===== src/rtl/mem_access_stage.sv =====
// mem_access_stage
//   MEM-stage controller sitting between the EX/MEM pipeline register and
//   the MEM/WB boundary (the MEM/WB register is folded in here). Loads and
//   stores become word accesses on a variable-latency req/ack data-memory
//   port. The upstream pipeline is stalled while an access is outstanding.
//   Misaligned or aborted accesses retire as bubbles and set a sticky error.
//
//   Optional feature macro: MEM_TIMEOUT_EN
//     defined   : an access left unacknowledged for TIMEOUT request cycles
//                 is aborted in cycle TIMEOUT, retires as a bubble, sets err_o
//     undefined : no counter, accesses wait indefinitely
//
// Ports
//   clk_i, rst_i            clock, asynchronous active-high reset
//   MemtoReg_i/RegWrite_i/
//   MemWrite_i              EX/MEM control (load, writes RD, store)
//   Result_i, Data_i, RD_i  ALU result / address, store data, destination
//   stall_o                 freeze upstream stages this cycle (combinational)
//   mem_req_o, mem_we_o,
//   mem_addr_o, mem_wdata_o data-memory request side
//   mem_ack_i, mem_rdata_i  single-cycle completion and load data
//   MemtoReg_o, RegWrite_o,
//   ReadData_o, Result_o,
//   RD_o                    registered write-back operands
//   err_o                   sticky fault flag (cleared only by reset)
module mem_access_stage #(
  parameter int TIMEOUT = 16
) (
  input  logic        clk_i,
  input  logic        rst_i,
  input  logic        MemtoReg_i,
  input  logic        RegWrite_i,
  input  logic        MemWrite_i,
  input  logic [31:0] Result_i,
  input  logic [31:0] Data_i,
  input  logic [4:0]  RD_i,
  output logic        stall_o,
  output logic        mem_req_o,
  output logic        mem_we_o,
  output logic [31:0] mem_addr_o,
  output logic [31:0] mem_wdata_o,
  input  logic        mem_ack_i,
  input  logic [31:0] mem_rdata_i,
  output logic        MemtoReg_o,
  output logic        RegWrite_o,
  output logic [31:0] ReadData_o,
  output logic [31:0] Result_o,
  output logic [4:0]  RD_o,
  output logic        err_o
);

  typedef enum logic {IDLE = 1'b0, WAIT = 1'b1} state_t;

  state_t state, state_nxt;
  logic   mem_op, misalign, access, abort;

  assign mem_op   = MemtoReg_i | MemWrite_i;
  assign misalign = mem_op & (Result_i[1:0] != 2'b00);
  assign access   = mem_op & ~misalign;

`ifdef MEM_TIMEOUT_EN
  logic [7:0] cnt, cnt_nxt;
  // cnt counts request cycles already spent unacknowledged, so reaching
  // TIMEOUT-1 in WAIT means the current cycle is request cycle TIMEOUT.
  assign abort = (state == WAIT) && (cnt == 8'(TIMEOUT - 1));
`else
  logic unused_timeout;
  assign abort          = 1'b0;
  assign unused_timeout = (TIMEOUT > 0);
`endif

  assign mem_we_o    = MemWrite_i;
  assign mem_addr_o  = Result_i;
  assign mem_wdata_o = Data_i;

  always_ff @(posedge clk_i or posedge rst_i) begin
    if (rst_i) begin
      state <= IDLE;
`ifdef MEM_TIMEOUT_EN
      cnt   <= 8'd0;
`endif
    end else begin
      state <= state_nxt;
`ifdef MEM_TIMEOUT_EN
      cnt   <= cnt_nxt;
`endif
    end
  end

  always_comb begin
    state_nxt = state;
`ifdef MEM_TIMEOUT_EN
    cnt_nxt   = cnt;
`endif
    // Request and stall are masked during reset so a reset mid-access
    // releases the memory port and the pipeline immediately.
    mem_req_o = access & ~rst_i & ~abort;
    stall_o   = access & ~mem_ack_i & ~abort & ~rst_i;
    case (state)
      IDLE: begin
        if (access & ~mem_ack_i) begin
          state_nxt = WAIT;
`ifdef MEM_TIMEOUT_EN
          cnt_nxt   = 8'd1;
`endif
        end
      end
      WAIT: begin
        if (mem_ack_i | abort) begin
          state_nxt = IDLE;
        end else begin
`ifdef MEM_TIMEOUT_EN
          cnt_nxt = cnt + 8'd1;
`endif
        end
      end
      default: state_nxt = IDLE;
    endcase
  end

  // ---- MEM/WB boundary ----
  always_ff @(posedge clk_i or posedge rst_i) begin
    if (rst_i) begin
      MemtoReg_o <= 1'b0;
      RegWrite_o <= 1'b0;
      ReadData_o <= 32'd0;
      Result_o   <= 32'd0;
      RD_o       <= 5'd0;
      err_o      <= 1'b0;
    end else if (stall_o) begin
      // Instruction still waiting on memory: hand WB a bubble.
      MemtoReg_o <= 1'b0;
      RegWrite_o <= 1'b0;
    end else begin
      Result_o <= Result_i;
      RD_o     <= RD_i;
      if (misalign | abort) begin
        MemtoReg_o <= 1'b0;
        RegWrite_o <= 1'b0;
        err_o      <= 1'b1;
      end else begin
        MemtoReg_o <= MemtoReg_i;
        RegWrite_o <= RegWrite_i;
        // Unstalled, non-aborted aligned load implies the ack is here.
        if (MemtoReg_i & mem_ack_i) begin
          ReadData_o <= mem_rdata_i;
        end
      end
    end
  end

endmodule


===== config.mk =====
export PLATFORM = sky130hd
export DESIGN_NAME = mem_access_stage
export DESIGN_NICKNAME = d
export VERILOG_FILES = /design/src/rtl/mem_access_stage.sv
export SDC_FILE = /design/constraint.sdc
export NUM_CORES = 1
export LEC_CHECK = 0
export CORE_MARGIN = 5
export CORE_UTILIZATION = 31
export DETAILED_ROUTE_END_ITERATION = 8
export PLACE_DENSITY = 0.82
export SLEW_MARGIN = 40
export SYNTH_ARGS = -nofsm -noshare
export SYNTH_HDL_FRONTEND = slang
export SYNTH_SLANG_ARGS = --single-unit

===== constraint.sdc =====
create_clock -name clk_i -period 1.96 [get_ports clk_i]
set_clock_uncertainty 0.05 [all_clocks]
set_input_delay 0.196 -clock clk_i [delete_from_list [all_inputs] [get_ports clk_i]]
set_output_delay 0.196 -clock clk_i [all_outputs]
set_load 0.02 [all_outputs]

# Word level (Yosys, flattened, before mapping)
# Cells that the tools add are included.
op_classes:
  add_sub_neg: 0
  shifts: 0
  n_div: 0
  multipliers: 0
  reduce_logical: 3
  n_eq_ne: 0
  mux: 4
  magnitude_cmp: 0
  n_bitwise: 11
op_table:
  columns: ["operator", "count"]
  rows:
  - ["$and 1x1->1", 6]
  - ["$mux 1", 4]
  - ["$not 1->1", 4]
  - ["$reduce_and 3->1", 1]
  - ["$reduce_and 2->1", 1]
  - ["$reduce_bool 2->1", 1]
  - ["$or 1x1->1", 1]
totals:
  reg_bits: 72
  inputBits: 107
  n_memories: 0
  latch_bits: 0
  ramBits: 0
  output_inout_bits: 139
  romBits: 0
  wordCells: 24

# Logic depth before layout (Yosys ltp)
# Gate-level depths: netlist of run 1.
logic_depth:
  word_depth: 8
  ltp_mapped: 6
  depth_no_buf: 4

# Least setup slack after synthesis of run 1
# Ideal clock, no wire load.
synth_path:
  path_kind: "input to register"
  from: "in Result_i[0]"
  to: "reg Result_o[2]"
  path_stages: 6
  n_path_buf: 2
  t_required_ns: 1.785
  setup_ns: 0.125
  setup_slack_ns: 0.577
  arrival_time_ns: 1.208
  cell_sequence: "nor4_1 > o21ai_1 > inv_2 > buf_8 > buf_12 > mux2_4"
synth_between:
  elab_chain_len: 6
synth_rtl:
  columns: ["element", "line", "text"]
  rows:
  - ["start, declared", "34", "input logic [31:0] Result_i,"]
  - ["$reduce_bool 2->1", "58", "assign misalign = mem_op & (Result_i[1:0] != 2'b00);"]
  - ["$and 1x1->1", "58", null]
  - ["$not 1->1 (no source line)", null, null]
  - ["$and 1x1->1", "59", "assign access = mem_op & ~misalign;"]
  - ["$and 1x1->1", null, null]
  - ["$and 1x1->1", "98", "stall_o = access & ~mem_ack_i & ~abort & ~rst_i;"]
  - ["named net stall_o", "37", "output logic stall_o,"]
  - ["end signal, assigned", "135", "Result_o <= Result_i;"]
  - ["end, declared", "47", "output logic [31:0] Result_o,"]
# The timed path passes the listed nets, and every way through them passes these cells.
# A chain may end at the register's enable or synchronous reset.

# Worst setup path in the final report of run 1
layout_path:
  from: "in rst_i"
  to: "out stall_o"
layout_between:
  elab_chain_len: 2
layout_rtl:
  columns: ["element", "line", "text"]
  rows:
  - ["start, declared", "30", "input logic rst_i,"]
  - ["$not 1->1", "98", null]
  - ["$and 1x1->1", "98", null]
  - ["end, declared", "37", null]
# Every way passes these cells.

==> flow_summary.ini, run 1 <==
[yosys]
syn-num-nets = 333
synthTopCellsByArea = dfrtp_1 (55%), buf_4 (16%), mux2_2 (16%)
synth_seq_area_share_pct = 55.0
synthTopCellsByCount = dfrtp_1 (72), buf_4 (69), mux2_2 (46)
synth.avg_cell_area_um2 = 14.5
synth_warnings = 0
synth_edf_count = 0
synth.most_common_cell = dfrtp_1
synthArstFlopShare_pct = 100
yosys.cell_types.count = 18
synth_cells = 226
synthFlopType = dfrtp_1
syn-cell-area_um2 = 3280
ys_ff_latch = 72
yosysTopAreaCell = dfrtp_1
yosys.area.top_type_share_pct = 55.0

[clock_network]
clockBufferDepth = 2
clock-root-buffer = clkbuf_8
cts_buffers = 9
clock_latency_ns = 0.33
cts_sinks = 72
clkTransAtPathRegs_ns = 0.07
htree_num_levels = 3
cts_tree = yes

[sta]
maxSlewHeadroom_pct = 69.9
worst_pin_slew_ns = 0.452
holdWs_ns = 0.175
finalSetupViolCount = 0
final_hold_viol_count = 0
finalCritPeriodShare_pct = 90.3
report.final.slew_viol_count = 0
rsz0062_at_grt = false
fmax_mhz = 565
fin_crit_ns = 1.77

[placed_design]
placed_area_um2 = 4750
place.gp.congestion = 0.759
dp.cells = 476
io_buffers = 181
dp_hpwl_mm = 6.38

[power_and_ir_drop]
peakVddDrop_mv = 0.322
power.density_nw_per_um2 = 838
p_leak_nw = 2.05
power_mw = 4.15

[critical_path]
crit_chain = clkdlybuf4s50_1 > nor4_1 > o21ai_1 > inv_2 > buf_12 > buf_4
arrival_ns = 1.52
cp_slowest_cell = clkdlybuf4s50_1
critPathCaptureType = primary output
cpPeakStageDelay_ns = 0.48
cp-start-kind = input pin
critPathMaxFanout = 21
critical_path_class = input pin to primary output
cp.required_ns = 1.71

[job]
max_cap_violations = 0

[cells_and_area]
diodes = 0
drive_gt1_share_pct = 24.7
n_fill_cell = 916
area.growth.synth_to_final_pct = 51.0
fin_area_um2 = 4950
final_util_pct = 47.9
nets = 458
layout.cells.non_filler = 492

[drt]
route.detailed.wl_per_inst_um = 16.4
dr.pass1.iters = 5
vias_per_cell = 4.32
vias = 2126
drcViolationCount = 0
drt_wl_total_mm = 8.09
ant_nets = 0
drtIter0Drc = 61

[die]
ios = 246
die_y_um = 113
dieArea_um2 = 12700
core_area_um2 = 10300
rows = 37
start_util_pct = 31.7
die_w_um = 113

[grt]
grt_pass1_vias = 2405
grt_max_degree = 39
antenna_found_initial = 0
grt_overflow_total = 0
grt_usage_pct = 12.6
grt_pass1_wl_mm = 12.7

[run_status]
status = finished, final reports clean

[hold_path]
min_path_type = input pin to register
==> worst max-delay path, delay by kind of cell <==
family / cells / cell delay (ns)
compound gates: 1 / 0.14
buf+inv: 4 / 0.94
simple gates: 1 / 0.23
==> worst paths after layout <==
| check | from | to | slack [ns] | cells after the start |
|---|---|---|---|---|
| worst min register to register | Result_o[0] | Result_o[0] | 0.43 | 1 |
| worst min-delay path | Result_i[1] | Result_o[1] | 0.18 | 2 |
| worst max register to register | ReadData_o[0] | ReadData_o[0] | 1.13 | 1 |
| max in group asynchronous | rst_i | Result_o[16] | 1.18 | 3 |
| min in group asynchronous | rst_i | MemtoReg_o | 0.33 | 3 |
| worst max-delay path | rst_i | stall_o | 0.19 | 6 |
==> stage by stage <==
| step | setup slack [ns] | TNS (ns) |
|---|---|---|
| 2_1_floorplan | 0.577 | 0 |
| 3_3_place_gp | -0.0633 | -1.01 |
| 3_5_place_dp | -0.104 | -1.64 |
| 4_1_cts | 0.0799 | 0 |
| 5_1_grt | 0.0886 | 0 |
| 6_report | 0.189 | 0 |
==> routing by layer <==
metal | vias up | global-route usage (%) | share of wire [%]
met2 | 116 | 21.9 | 52
met4 | 0 | 5.53 | 2.6
met5 | - | 0 | 0
li1 | 948 | - | -
met1 | 1039 | 12.8 | 35
met3 | 23 | 6.04 | 10
==> layout make-up <==
type / count / area, µm² / area share (%)
clock inverter: 7 / 71.3 / 1.44
multi-input combinational: 79 / 888 / 18.0
timing repair buffer: 187 / 1880 / 38.0
inverter: 2 / 11.3 / 0.228
clock buffer: 9 / 124 / 2.50
tap: 136 / 170 / 3.44
sequential: 72 / 1800 / 36.4
==> power by group <==
part | switching, mW | internal, mW
Sequential | 0.0993 | 1.68
Combinational | 0.528 | 0.677
Clock | 0.574 | 0.587
Total | 1.20 | 2.94
==> sequential cells by signal, indices dropped and copies added, names as in the netlist <==
name,count
Result_o,32
RegWrite_o,1
err_o,1
RD_o,5
ReadData_o,32
MemtoReg_o,1
==> layout by cell type, fill, tap and decap left out, types with 2 or more instances in the layout <==
cell | synthesis | layout
a21o_1 | 2 | 2
clkbuf_8 | 0 | 9
clkinvlp_4 | 0 | 4
and3_1 | 3 | 3
buf_4 | 69 | 5
mux2_2 | 46 | 46
dfrtp_1 | 72 | 72
buf_12 | 2 | 2
mux2_1 | 4 | 4
clkinv_2 | 0 | 2
clkdlybuf4s50_1 | 0 | 178
nor2_1 | 2 | 2
mux2_4 | 17 | 17
==> cells by family (layout without fill, tap and decap cells) <==
group	count (synthesis)	in the layout	synth area share [%]
DFF	72	72	55.0
muxes	67	67	25.0
AOI/OAI and AO/OA	5	5	0.955
buffers and inverters	75	205	17.9
and+or+nand+nor	7	7	1.18
==> timing repair <==
item,4_1_cts,5_1_grt
setup buffers,0,0
resized for setup,1,1
endpoints found under the setup margin,1,1
hold buffers,0,0
(Power assumes the default switching activity.)
==> run 2, diff against run 1 <==
- SETUP_SLACK_MARGIN: default -> 0.05
- TNS_END_PERCENT: default -> 1
==> results of run 2 <==
The final DEF is identical to that of run 1; final timing and power are the same.
==> run 3, diff against run 2 <==
- CTS_CLUSTER_DIAMETER: default -> 30
- clock period: 1.96 -> 1.6 ns (I/O delays scaled with it)
==> run 3 against run 2 <==
  * Sequential cell count is the same
  * Critical endpoint is now ReadData_o[13]
  * Combinational power grew 18%
  * Power grew 22%
  * Sequential share of layout area shrank 1.2 points
==> flow_summary.ini, run 3 (synthesis gave the netlist of run 1 again) <==
[run_status]
status = finished, final reports clean

[cells_and_area]
reg.largest.list = ReadData_o: 32 flops, Result_o: 32 flops, RD_o: 5 flops
n_fill_cell = 928
area.growth.synth_to_final_pct = 56.3
diodes = 0
fin_area_um2 = 5120
drive_gt1_share_pct = 26.7
nets = 465
layout.cells.non_filler = 499
layout_common_cells = clkdlybuf4s50_1 (110), dfrtp_1 (72), mux2_2 (46)
final_common_cell = clkdlybuf4s50_1

[critical_path]
critical_path_class = register to primary output
critPathMaxFanout = 2
cp-start-kind = register
critPathCaptureType = primary output
cpPeakStageDelay_ns = 0.62
crit_chain = clkdlybuf4s50_1
path_buf_inv = 1
path_delay_family = buffers and inverters
arrival_ns = 1.29
rrSetupSlack_ns = 0.76
cp.required_ns = 1.39
cp_slowest_cell = clkdlybuf4s50_1

[drt]
vias_per_cell = 4.26
drtIter0Drc = 51
route.detailed.wl_per_inst_um = 16.8
drcViolationCount = 0
vias = 2128
ant_nets = 0
drt_wl_total_mm = 8.39
dr.pass1.iters = 4

[grt]
grt_pass1_vias = 2405
grt_pass1_wl_mm = 12.8
grt_usage_pct = 12.9
antenna_found_initial = 0
grt_max_degree = 39
grt_overflow_total = 0

[clock_network]
htree_num_levels = 3
clock-root-buffer = clkbuf_8
postCtsHoldBufs = 0
cts_tree = yes
clockBufferDepth = 2
clkTransAtPathRegs_ns = 0.07
cts_sinks = 72
cts_buffers = 9
clock_latency_ns = 0.33

[placed_design]
pre_cts_ws_ns = -0.410
place.gp.congestion = 0.758
io_buffers = 181
dp_hpwl_mm = 6.64
dp.cells = 483
placed_area_um2 = 4840

[sta]
rsz0062_at_grt = false
maxSlewHeadroom_pct = 82.1
setup_tns_ns = 0
fmax_mhz = 665
fin_crit_ns = 1.50
finalCritPeriodShare_pct = 94.1
final_hold_viol_count = 0
worst_pin_slew_ns = 0.267
setup_slack_ns = 0.0952
finalSetupViolCount = 0
report.final.slew_viol_count = 0

[die]
die_w_um = 113
rows = 37
ios = 246
dieArea_um2 = 12700
die_y_um = 113
start_util_pct = 31.7
core_area_um2 = 10300

[job]
max_cap_violations = 0

[power_and_ir_drop]
power.density_nw_per_um2 = 985
p_leak_nw = 2.56
power_mw = 5.04
peakVddDrop_mv = 0.420

[hold_path]
min_path_type = input pin to async pin
==> run 3: cell types whose count changed in the layout (fill, tap and decap cells not counted), sizes merged <==
| cell | delta |
|---|---|
| dlymetal6s2s | +43 |
| inv | -1 |
| clkinvlp | -3 |
| clkbuf | +5 |
| dlygate4sd2 | +22 |
| buf | +9 |
| clkdlybuf4s50 | -68 |
==> run 3: power by group <==
part           switching (mW)  internal [mW]  total [mW]  leakage [nW]
sequential              0.115           2.06        2.17         0.851
clock                   0.642          0.802        1.44         0.103
combinational           0.656          0.770        1.43          1.61
==> run 3: area by class of cell <==
cell class	count	area [µm²]	share of cell area, %
Tap cell	136	170	3.32
Sequential cell	72	1800	35.2
Multi-Input combinational cell	79	895	17.5
Clock inverter	3	40.0	0.782
Clock buffer	13	159	3.10
Inverter	2	11.3	0.220
Timing Repair Buffer	194	2040	39.9
==> run 3: final timing paths <==
| kind | from | to | cells after the start |
|---|---|---|---|
| worst max-delay path | ReadData_o[13] | ReadData_o[13] | 1 |
| worst min-delay path | rst_i | ReadData_o[14] | 3 |
| worst max register to register | ReadData_o[0] | ReadData_o[0] | 1 |
| worst min register to register | err_o | err_o | 1 |
| max in group asynchronous | rst_i | Result_o[27] | 3 |
| min in group clk_i | Data_i[0] | mem_wdata_o[0] | 0 |
==> run 3: through the flow <==
step / hold slack, ns / util [%]
final: 0.0381 / 49.6
after global placement: 0.270 / 46.9
after detailed placement: 0.270 / 46.9
after floorplan: 0.202 / -
after global routing: 0.0418 / 49.6
after CTS: 0.0182 / 48.5
==> run 3: per-layer routing <==
| layer | wire length [µm] | GRT usage [%] | vias to the layer above | share of wire (%) |
|---|---|---|---|---|
| met3 | 865 | 6.20 | 18 | 10 |
| met2 | 4600 | 23.4 | 106 | 55 |
| li1 | - | - | 966 | - |
| met5 | 0 | 0 | - | 0 |
| met4 | 155 | 5.13 | 0 | 1.8 |
| met1 | 2770 | 12.7 | 1038 | 33 |
==> run 3: repair_timing <==
action,in CTS,in global routing
gates resized for setup,30,47
pin swaps,1,0
buffers inserted,0,0
setup endpoints to repair,59,80
